[src/rtl/pulse_train_pkg.sv]
// Shared types and defaults for the pulse train generator.
// The state encoding is fixed at 2 bits so that it stays stable across tools.
package pulse_train_pkg;

    localparam int CNT_W_DEFAULT = 16;

    typedef enum logic [1:0] {
        PT_IDLE = 2'd0,
        PT_HIGH = 2'd1,
        PT_LOW  = 2'd2,
        PT_DONE = 2'd3
    } pt_state_t;

endpackage

[src/rtl/load_down_cnt.sv]
// Loadable down-counter that saturates at zero.
// zero_o reports whether the current count is zero.
module load_down_cnt #(
    parameter int CNT_W = 16
) (
    input  logic             clk,
    input  logic             reset,
    input  logic             load,
    input  logic [CNT_W-1:0] load_val,
    input  logic             en,
    output logic             zero_o
);

    localparam logic [CNT_W-1:0] ONE = CNT_W'(1);

    logic [CNT_W-1:0] cnt_d, cnt_q;

    // NOTE: every always_comb output gets a default first, so no path can leave it unassigned and infer a latch.
    always_comb begin
        cnt_d = cnt_q;
        if (load) begin
            cnt_d = load_val;
        end else if (en && (cnt_q != '0)) begin
            cnt_d = cnt_q - ONE;
        end
    end

    // NOTE: sequential state is updated with <= only, so every flop samples the values from before the edge.
    always_ff @(posedge clk) begin
        if (reset) begin
            cnt_q <= '0;
        end else begin
            cnt_q <= cnt_d;
        end
    end

    assign zero_o = (cnt_q == '0);

endmodule

[src/rtl/pulse_train_gen.sv]
// Generates COUNT pulses of programmable high/low length on a registered wave_o.
// Rise/fall strobes are aligned to each edge; done_o is a strobe on normal completion.
module pulse_train_gen
    import pulse_train_pkg::*;
#(
    parameter int CNT_W = CNT_W_DEFAULT
) (
    input  logic             clk,
    input  logic             reset,
    input  logic             start_i,
    input  logic [CNT_W-1:0] high_len_i,
    input  logic [CNT_W-1:0] low_len_i,
    input  logic [CNT_W-1:0] count_i,
    input  logic             abort_i,
    output logic             busy_o,
    output logic             done_o,
    output logic             wave_o,
    output logic             rise_o,
    output logic             fall_o
);

    localparam logic [CNT_W-1:0] ONE = CNT_W'(1);

    pt_state_t        state_d, state_q;
    logic             wave_d, wave_q;
    logic             rise_d, rise_q;
    logic             fall_d, fall_q;
    logic             done_d, done_q;
    logic [CNT_W-1:0] high_m1_d, high_m1_q;
    logic [CNT_W-1:0] low_m1_d, low_m1_q;

    logic             ph_load, ph_zero;
    logic [CNT_W-1:0] ph_val;
    logic             pc_load, pc_en, pc_zero;
    logic             busy;

    assign busy = (state_q == PT_HIGH) || (state_q == PT_LOW);

    // Phase lengths are stored as len-1, with 0 clamped to 1, so the maximum length needs no extra bit.
    always_comb begin
        state_d   = state_q;
        wave_d    = wave_q;
        rise_d    = 1'b0;
        fall_d    = 1'b0;
        done_d    = 1'b0;
        high_m1_d = high_m1_q;
        low_m1_d  = low_m1_q;
        ph_load   = 1'b0;
        ph_val    = '0;
        pc_load   = 1'b0;
        pc_en     = 1'b0;

        case (state_q)
            PT_HIGH: begin
                if (abort_i) begin
                    state_d = PT_IDLE;
                    wave_d  = 1'b0;
                    fall_d  = 1'b1;
                end else if (ph_zero) begin
                    state_d = PT_LOW;
                    wave_d  = 1'b0;
                    fall_d  = 1'b1;
                    ph_load = 1'b1;
                    ph_val  = low_m1_q;
                    pc_en   = 1'b1;
                end
            end
            PT_LOW: begin
                if (abort_i) begin
                    state_d = PT_IDLE;
                    wave_d  = 1'b0;
                end else if (ph_zero) begin
                    if (pc_zero) begin
                        state_d = PT_DONE;
                        done_d  = 1'b1;
                    end else begin
                        state_d = PT_HIGH;
                        wave_d  = 1'b1;
                        rise_d  = 1'b1;
                        ph_load = 1'b1;
                        ph_val  = high_m1_q;
                    end
                end
            end
            default: begin
                // IDLE and DONE both accept a new train.
                wave_d = 1'b0;
                if (state_q == PT_DONE) begin
                    state_d = PT_IDLE;
                end
                if (start_i && !abort_i) begin
                    high_m1_d = (high_len_i == '0) ? '0 : high_len_i - ONE;
                    low_m1_d  = (low_len_i == '0) ? '0 : low_len_i - ONE;
                    if (count_i != '0) begin
                        state_d = PT_HIGH;
                        wave_d  = 1'b1;
                        rise_d  = 1'b1;
                        ph_load = 1'b1;
                        ph_val  = high_m1_d;
                        pc_load = 1'b1;
                    end else begin
                        state_d = PT_DONE;
                        done_d  = 1'b1;
                    end
                end
            end
        endcase
    end

    always_ff @(posedge clk) begin
        if (reset) begin
            state_q   <= PT_IDLE;
            wave_q    <= 1'b0;
            rise_q    <= 1'b0;
            fall_q    <= 1'b0;
            done_q    <= 1'b0;
            high_m1_q <= '0;
            low_m1_q  <= '0;
        end else begin
            state_q   <= state_d;
            wave_q    <= wave_d;
            rise_q    <= rise_d;
            fall_q    <= fall_d;
            done_q    <= done_d;
            high_m1_q <= high_m1_d;
            low_m1_q  <= low_m1_d;
        end
    end

    load_down_cnt #(.CNT_W(CNT_W)) u_phase_cnt (
        .clk      (clk),
        .reset    (reset),
        .load     (ph_load),
        .load_val (ph_val),
        .en       (busy),
        .zero_o   (ph_zero)
    );

    load_down_cnt #(.CNT_W(CNT_W)) u_pulse_cnt (
        .clk      (clk),
        .reset    (reset),
        .load     (pc_load),
        .load_val (count_i),
        .en       (pc_en),
        .zero_o   (pc_zero)
    );

    assign busy_o = busy;
    assign done_o = done_q;
    assign wave_o = wave_q;
    assign rise_o = rise_q;
    assign fall_o = fall_q;

endmodule

[config.mk]
export PLATFORM = sky130hd
export DESIGN_NAME = pulse_train_gen
export DESIGN_NICKNAME = d
export VERILOG_FILES = /design/src/rtl/pulse_train_pkg.sv /design/src/rtl/load_down_cnt.sv /design/src/rtl/pulse_train_gen.sv
export SDC_FILE = /design/constraint.sdc
export NUM_CORES = 1
export LEC_CHECK = 0
export ABC_AREA = 0
export ABC_CLOCK_PERIOD_IN_PS = 3200
export BUFFER_PORTS_ARGS = -buffer_cell sky130_fd_sc_hd__buf_2
export CELL_PAD_IN_SITES_DETAIL_PLACEMENT = 0
export CELL_PAD_IN_SITES_GLOBAL_PLACEMENT = 1
export CORE_MARGIN = 2
export CORE_UTILIZATION = 43
export DETAILED_ROUTE_END_ITERATION = 16
export PLACE_DENSITY_LB_ADDON = 0.1
export REMOVE_ABC_BUFFERS = 1
export SKIP_LAST_GASP = 1
export SLEW_MARGIN = 20
export SYNTH_ARGS = -nofsm -noshare
export SYNTH_HDL_FRONTEND = slang
export SYNTH_SLANG_ARGS = --single-unit
[constraint.sdc]
create_clock -name clk -period 3.2 [get_ports clk]
set_clock_uncertainty 0.2 [all_clocks]
set_input_delay 0.48 -clock clk [delete_from_list [all_inputs] [get_ports clk]]
set_output_delay 0.48 -clock clk [all_outputs]
set_load 0.05 [all_outputs]
Yosys cells after proc, flatten, opt, wreduce, memory -nomap -nowiden
Index checks and enable logic that the tools add are counted.

storage, ports and cells
  bits of input ports = 52
  bits in registers = 70
  output and inout port bits = 5
  logic and storage cells = 88

operators by class
  $add $sub $neg = 4
  equality and inequality tests = 6
  reduce and logical (&&, ||, !) cells = 20
  bitwise gates (word level) = 2
  muxes and demuxes = 47

operators with widths
  cell                                                 count
  2-to-1 mux 16 bit                                    13
  zero test 16 bit                                     4
  subtractor 16 x 1 -> 16 bit (second input constant)  4
  nonzero test 16 bit                                  3
  case mux 16 bit (2 select lines)                     1
  2-to-1 mux 1 bit                                     20
  2-to-1 mux 2 bit                                     8
  inequality test 3 bit (second input constant)        3
  case mux 1 bit (2 select lines)                      4
  AND reduction 3 bit                                  2
  == test 2 bit (second input constant)                2
  case mux 2 bit (2 select lines)                      1
  nonzero test 2 bit                                   2
  nonzero test 4 bit                                   1
  OR reduction 2 bit                                   2
  logical AND 1 bit                                    3
  == test 2 x 1 -> 1 bit (second input constant)       1
  inverter 1 bit                                       2
  AND reduction 2 bit                                  1
  zero test 1 bit                                      1
  logical OR 1 bit                                     1

Logic depth before layout (Yosys ltp)
  word-level depth = 7
  depth in mapped cells = 11
  mapped depth without buffers = 8

By module
From an unflattened synthesis, not the netlist that was laid out.

unflattened totals
  cell total of the unflattened synthesis = 519
  area, all modules = 4239.1 um2

by module, submodules not included
  module           instances  cells each  area each (um2)  sequential area each (um2)
  pulse_train_gen  1          291         2349.8           760.7
  load_down_cnt    2          114         944.7            320.3

Least setup slack after synthesis
No wires, ideal clock.

  path type = register to register
  start point = register u_phase_cnt.cnt_q[5]
  end point = register u_phase_cnt.cnt_q[3]
  setup time = 0.128 ns
  path buffers = 2
  setup slack = 0.359 ns
  clock period less this slack = 2.841 ns
  required time = 2.872 ns
  data arrival time = 2.513 ns
  stages on the path, launching flop included = 9
  cell sequence = dfxtp_1 -> or4_4 -> or4_1 -> buf_2 -> a2111oi_4 -> nor3_1 -> buf_2 -> a221oi_2 -> nor2_1

on the way
  longest elaborated chain between the ends = 5
  elaborated cells on any way between the ends = 15
  those cells by class = 11 x mux; 4 x reduce/logical

RTL lines
  what                                                                                 RTL line               RTL
  start: declaration                                                                   load_down_cnt.sv:16    logic [CNT_W-1:0] cnt_d, cnt_q;
  start signal: assignment                                                             load_down_cnt.sv:33    cnt_q <= cnt_d;
  zero test 16 bit                                                                     load_down_cnt.sv:37    assign zero_o = (cnt_q == '0);
  2-to-1 mux 16 bit, or another cell as far along                                      pulse_train_gen.sv:72  end else if (ph_zero) begin
  2-to-1 mux 16 bit, or another cell as far along                                      pulse_train_gen.sv:69  if (abort_i) begin
  case mux 16 bit (2 select lines) or case mux 1 bit (2 select lines) (tied branches)  pulse_train_gen.sv:53  case (state_q)
  2-to-1 mux 16 bit or nonzero test 2 bit (tied branches)                              -

Parallel ways exist; a longest one is shown, timed or not.
A chain may end at the register's enable or synchronous reset.

Worst setup path in the final report
  start point = register u_phase_cnt.cnt_q[5]
  end point = register u_pulse_cnt.cnt_q[2]

on the way
  longest elaborated chain between the ends = 6

RTL lines
  what                          RTL line               RTL
  zero test 16 bit              load_down_cnt.sv:37
  2-to-1 mux 1 bit              pulse_train_gen.sv:59  end else if (ph_zero) begin
  2-to-1 mux 1 bit              pulse_train_gen.sv:55  if (abort_i) begin
  2-to-1 mux 1 bit              pulse_train_gen.sv:53
  logical AND 1 bit             load_down_cnt.sv:23    end else if (en && (cnt_q != '0)) begin
  nonzero test 2 bit (no line)  -
  end signal: assignment        load_down_cnt.sv:33
  end: declaration              load_down_cnt.sv:16

Every way passes these cells.

==> qor.txt <==
R2R Path End -> u_pulse_cnt.cnt_q[2]
Cell variety after synth -> 60
Die ar. -> 0.0105 mm2
Setup CP Type -> flip-flop to flip-flop
Final Setup Violations -> 0
Port Buffer Count -> 56
worst reg-to-reg setup slack -> 0.20 ns
WP data arrival -> 3.07 ns
Final Wtd Congestion -> 0.908
Power Internal -> 2340 uW
top_reg_cell synth -> dfxtp_1
synthesized cell area -> 0.00416 mm2
Hold Crit Start -> low_len_i[0]
sequential fraction of the synthesis area -> 0.337
Yosys Warn Count -> 0
Final TNS setup -> 0 ns
Num CTS Buffers -> 9
first-pass GRT wire length -> 19.2 mm
FF+latch count, synth -> 70
clock power share -> 0.231
GRT Util Overall -> 0.235
initial antenna violation count -> 0
crit start category -> flip-flop
Die Width -> 102 um
vias in the first global route -> 3849
Tmin final -> 3.00 ns
Crit. End Element -> flip-flop
Hold Path Stages -> 2
critical-path maximum fanout -> 17
Final Hold Fails -> 0
Power Density -> 791 mW/mm2
MaxCap Viol Count -> 0
switching power -> 1590 uW
TritonCTS clock tree -> done
drt wl/cell -> 16.0 um
HPWL Detailed -> 8.79 mm
min-delay worst type -> input port to flip-flop
DRC -> 0
vias -> 4093
Mean Syn Cell Area -> 8.08 um2
static leakage -> 0.00189 uW
Place WS -> 0.0948 ns
Final WS setup -> 0.198 ns
Worst-Margin Slew -> 0.755 ns
RR Startpoint -> u_phase_cnt.cnt_q[5]
RSZ-0062 raised after global routing -> no
worst vdd ir -> 0.365 mV
Root Buffer -> clkbuf_8
combinational share of power -> 0.447
Core Footprint -> 0.00933 mm2
share of power burned in registers -> 0.322
R2R cell count -> 8
CTS clk-pin slew, worst paths -> 0.09 ns
async set-reset flop share out of synthesis -> 0
Slew headroom -> 0.494
Synth top area share -> 0.337
CP required -> 3.27 ns
total routed wirelength -> 11.5 mm
nets -> 648
Initial Utilization -> 0.445
Synth top cells by count -> dfxtp_1 (70), nor2_1 (51), a21oi_1 (40)
post-CTS sizing -> 0
I/O pin total -> 57
ANT nets after route -> 0
# fillers -> 916
outcome -> completed
fin crit share -> 0.938
Post-Syn Instances -> 514
Skew-Pair Late Insertion Delay -> 0.35 ns
post-CTS setup buffer count -> 0
gr ovfl total -> 0
Hold Path End -> low_m1_q[0]
fraction of layout cells with a size suffix above 1 -> 0.196
Switching Fraction -> 0.405
Syn-to-layout area delta -> 19.5%
via density per instance -> 5.68
CTS Sinks -> 70
fmax -> 333 MHz
largest area contributor in the netlist -> dfxtp_1
CTS Buffer Depth -> 2
Die Span Y -> 102 um
Max Transition Viols Final -> 0
# H-tree levels -> 3
largest cells by area after synthesis -> dfxtp_1 (34%), a21oi_1 (4.8%), nor2_1 (4.6%)
pin count of the biggest net entering global routing -> 27
CTS Hold Bufs -> 0
Antenna Cells -> 0
count leader, synth -> dfxtp_1
number of cell rows -> 35
1st-pass router iterations -> 5
Iter 0 DRT Violations -> 256
Post-synth EDFFs -> 0
## state kept, by name (all words and copies together), names as in the netlist
name,cells
low_m1_q,16
u_phase_cnt.cnt_q,16
u_pulse_cnt.cnt_q,16
fall_o,1
rise_o,1
high_m1_q,16
state_q,2
done_o,1
wave_o,1
## critical path: stages, from the launching register on
cell,delay [ns]
dfxtp_1,0.36
or4_4,0.58
or4_1,0.52
buf_4,0.22
a2111oi_4,0.31
buf_4,0.27
nand2_1,0.09
xor2_1,0.15
a211oi_1,0.23
## stage by stage
step	instances	utilization	hold slack (ns)	total power, uW	cell area (um2)
5_1_grt	721	0.532	0.179	4180	4970
3_3_place_gp	705	0.506	0.245	3010	4720
3_5_place_dp	705	0.506	0.253	3010	4720
6_report	721	0.532	0.165	3930	4970
2_1_floorplan	488	-	0.224	2420	4040
4_1_cts	721	0.532	0.160	3920	4970
## worst max path at each step
stage,slack (ns),startpoint,cells past startpoint,endpoint
final,0.20,u_phase_cnt.cnt_q[5],8,u_pulse_cnt.cnt_q[2]
after floorplan,-0.06,u_phase_cnt.cnt_q[5],6,u_phase_cnt.cnt_q[10]
after global placement,0.16,high_len_i[0],9,u_phase_cnt.cnt_q[8]
after detailed placement,0.09,high_len_i[0],9,u_phase_cnt.cnt_q[8]
after CTS,0.21,u_phase_cnt.cnt_q[5],7,u_phase_cnt.cnt_q[7]
after global routing,0.05,u_phase_cnt.cnt_q[5],8,u_pulse_cnt.cnt_q[11]
## final cells by class
type | instances | area [um2] | area share
multi-input cells | 404 | 2580 | 0.520
flip-flops and latches | 70 | 1400 | 0.282
repair buffers | 88 | 520 | 0.105
well taps | 129 | 161 | 0.0325
clock buffers | 11 | 141 | 0.0285
clock inverters | 5 | 106 | 0.0214
inverters | 14 | 52.6 | 0.0106
## logic make-up after synthesis
family	Yosys count	share of synthesized area
buffers and inverters	40	0.0413
adder cells (fa/ha/maj)	9	0.0271
AND/OR/NAND/NOR	215	0.277
AO/OA/AOI/OAI	136	0.222
multiplexers	6	0.0151
XOR/XNOR	38	0.0801
flip-flops	70	0.337
## power groups by stage
stage               combinational, uW  clock [uW]  sequential, uW
floorplan                        1160           0            1260
global placement                 1730           0            1280
detailed placement               1730           0            1280
CTS                              1740         919            1260
global route                     1930         956            1300
finish                           1750         905            1270
## layer usage
layer,part of all wire,global-route usage,vias to the layer above,wire [um]
met5,0,0,-,0
met4,0.013,0.0759,0,150
met3,0.052,0.0301,16,596
met2,0.44,0.366,121,5100
met1,0.49,0.338,1893,5690
li1,-,-,2063,-
## layout by cell type (no fill, tap or decap), types with 5 or more instances in the layout
master,instances
buf_2,56
dfxtp_1,70
inv_1,14
a21oi_1,40
buf_4,32
clkbuf_8,10
a31oi_1,7
o21ai_0,31
o31ai_1,5
nor2_1,51
a22oi_1,7
nand3_1,16
xor2_1,19
ha_1,9
nand4_1,11
or4_1,10
nand2b_1,8
a211oi_1,12
nand2_1,39
xnor2_1,19
nor3_1,29
nor4_1,14
Note: power is estimated with default switching activity, not from simulation.
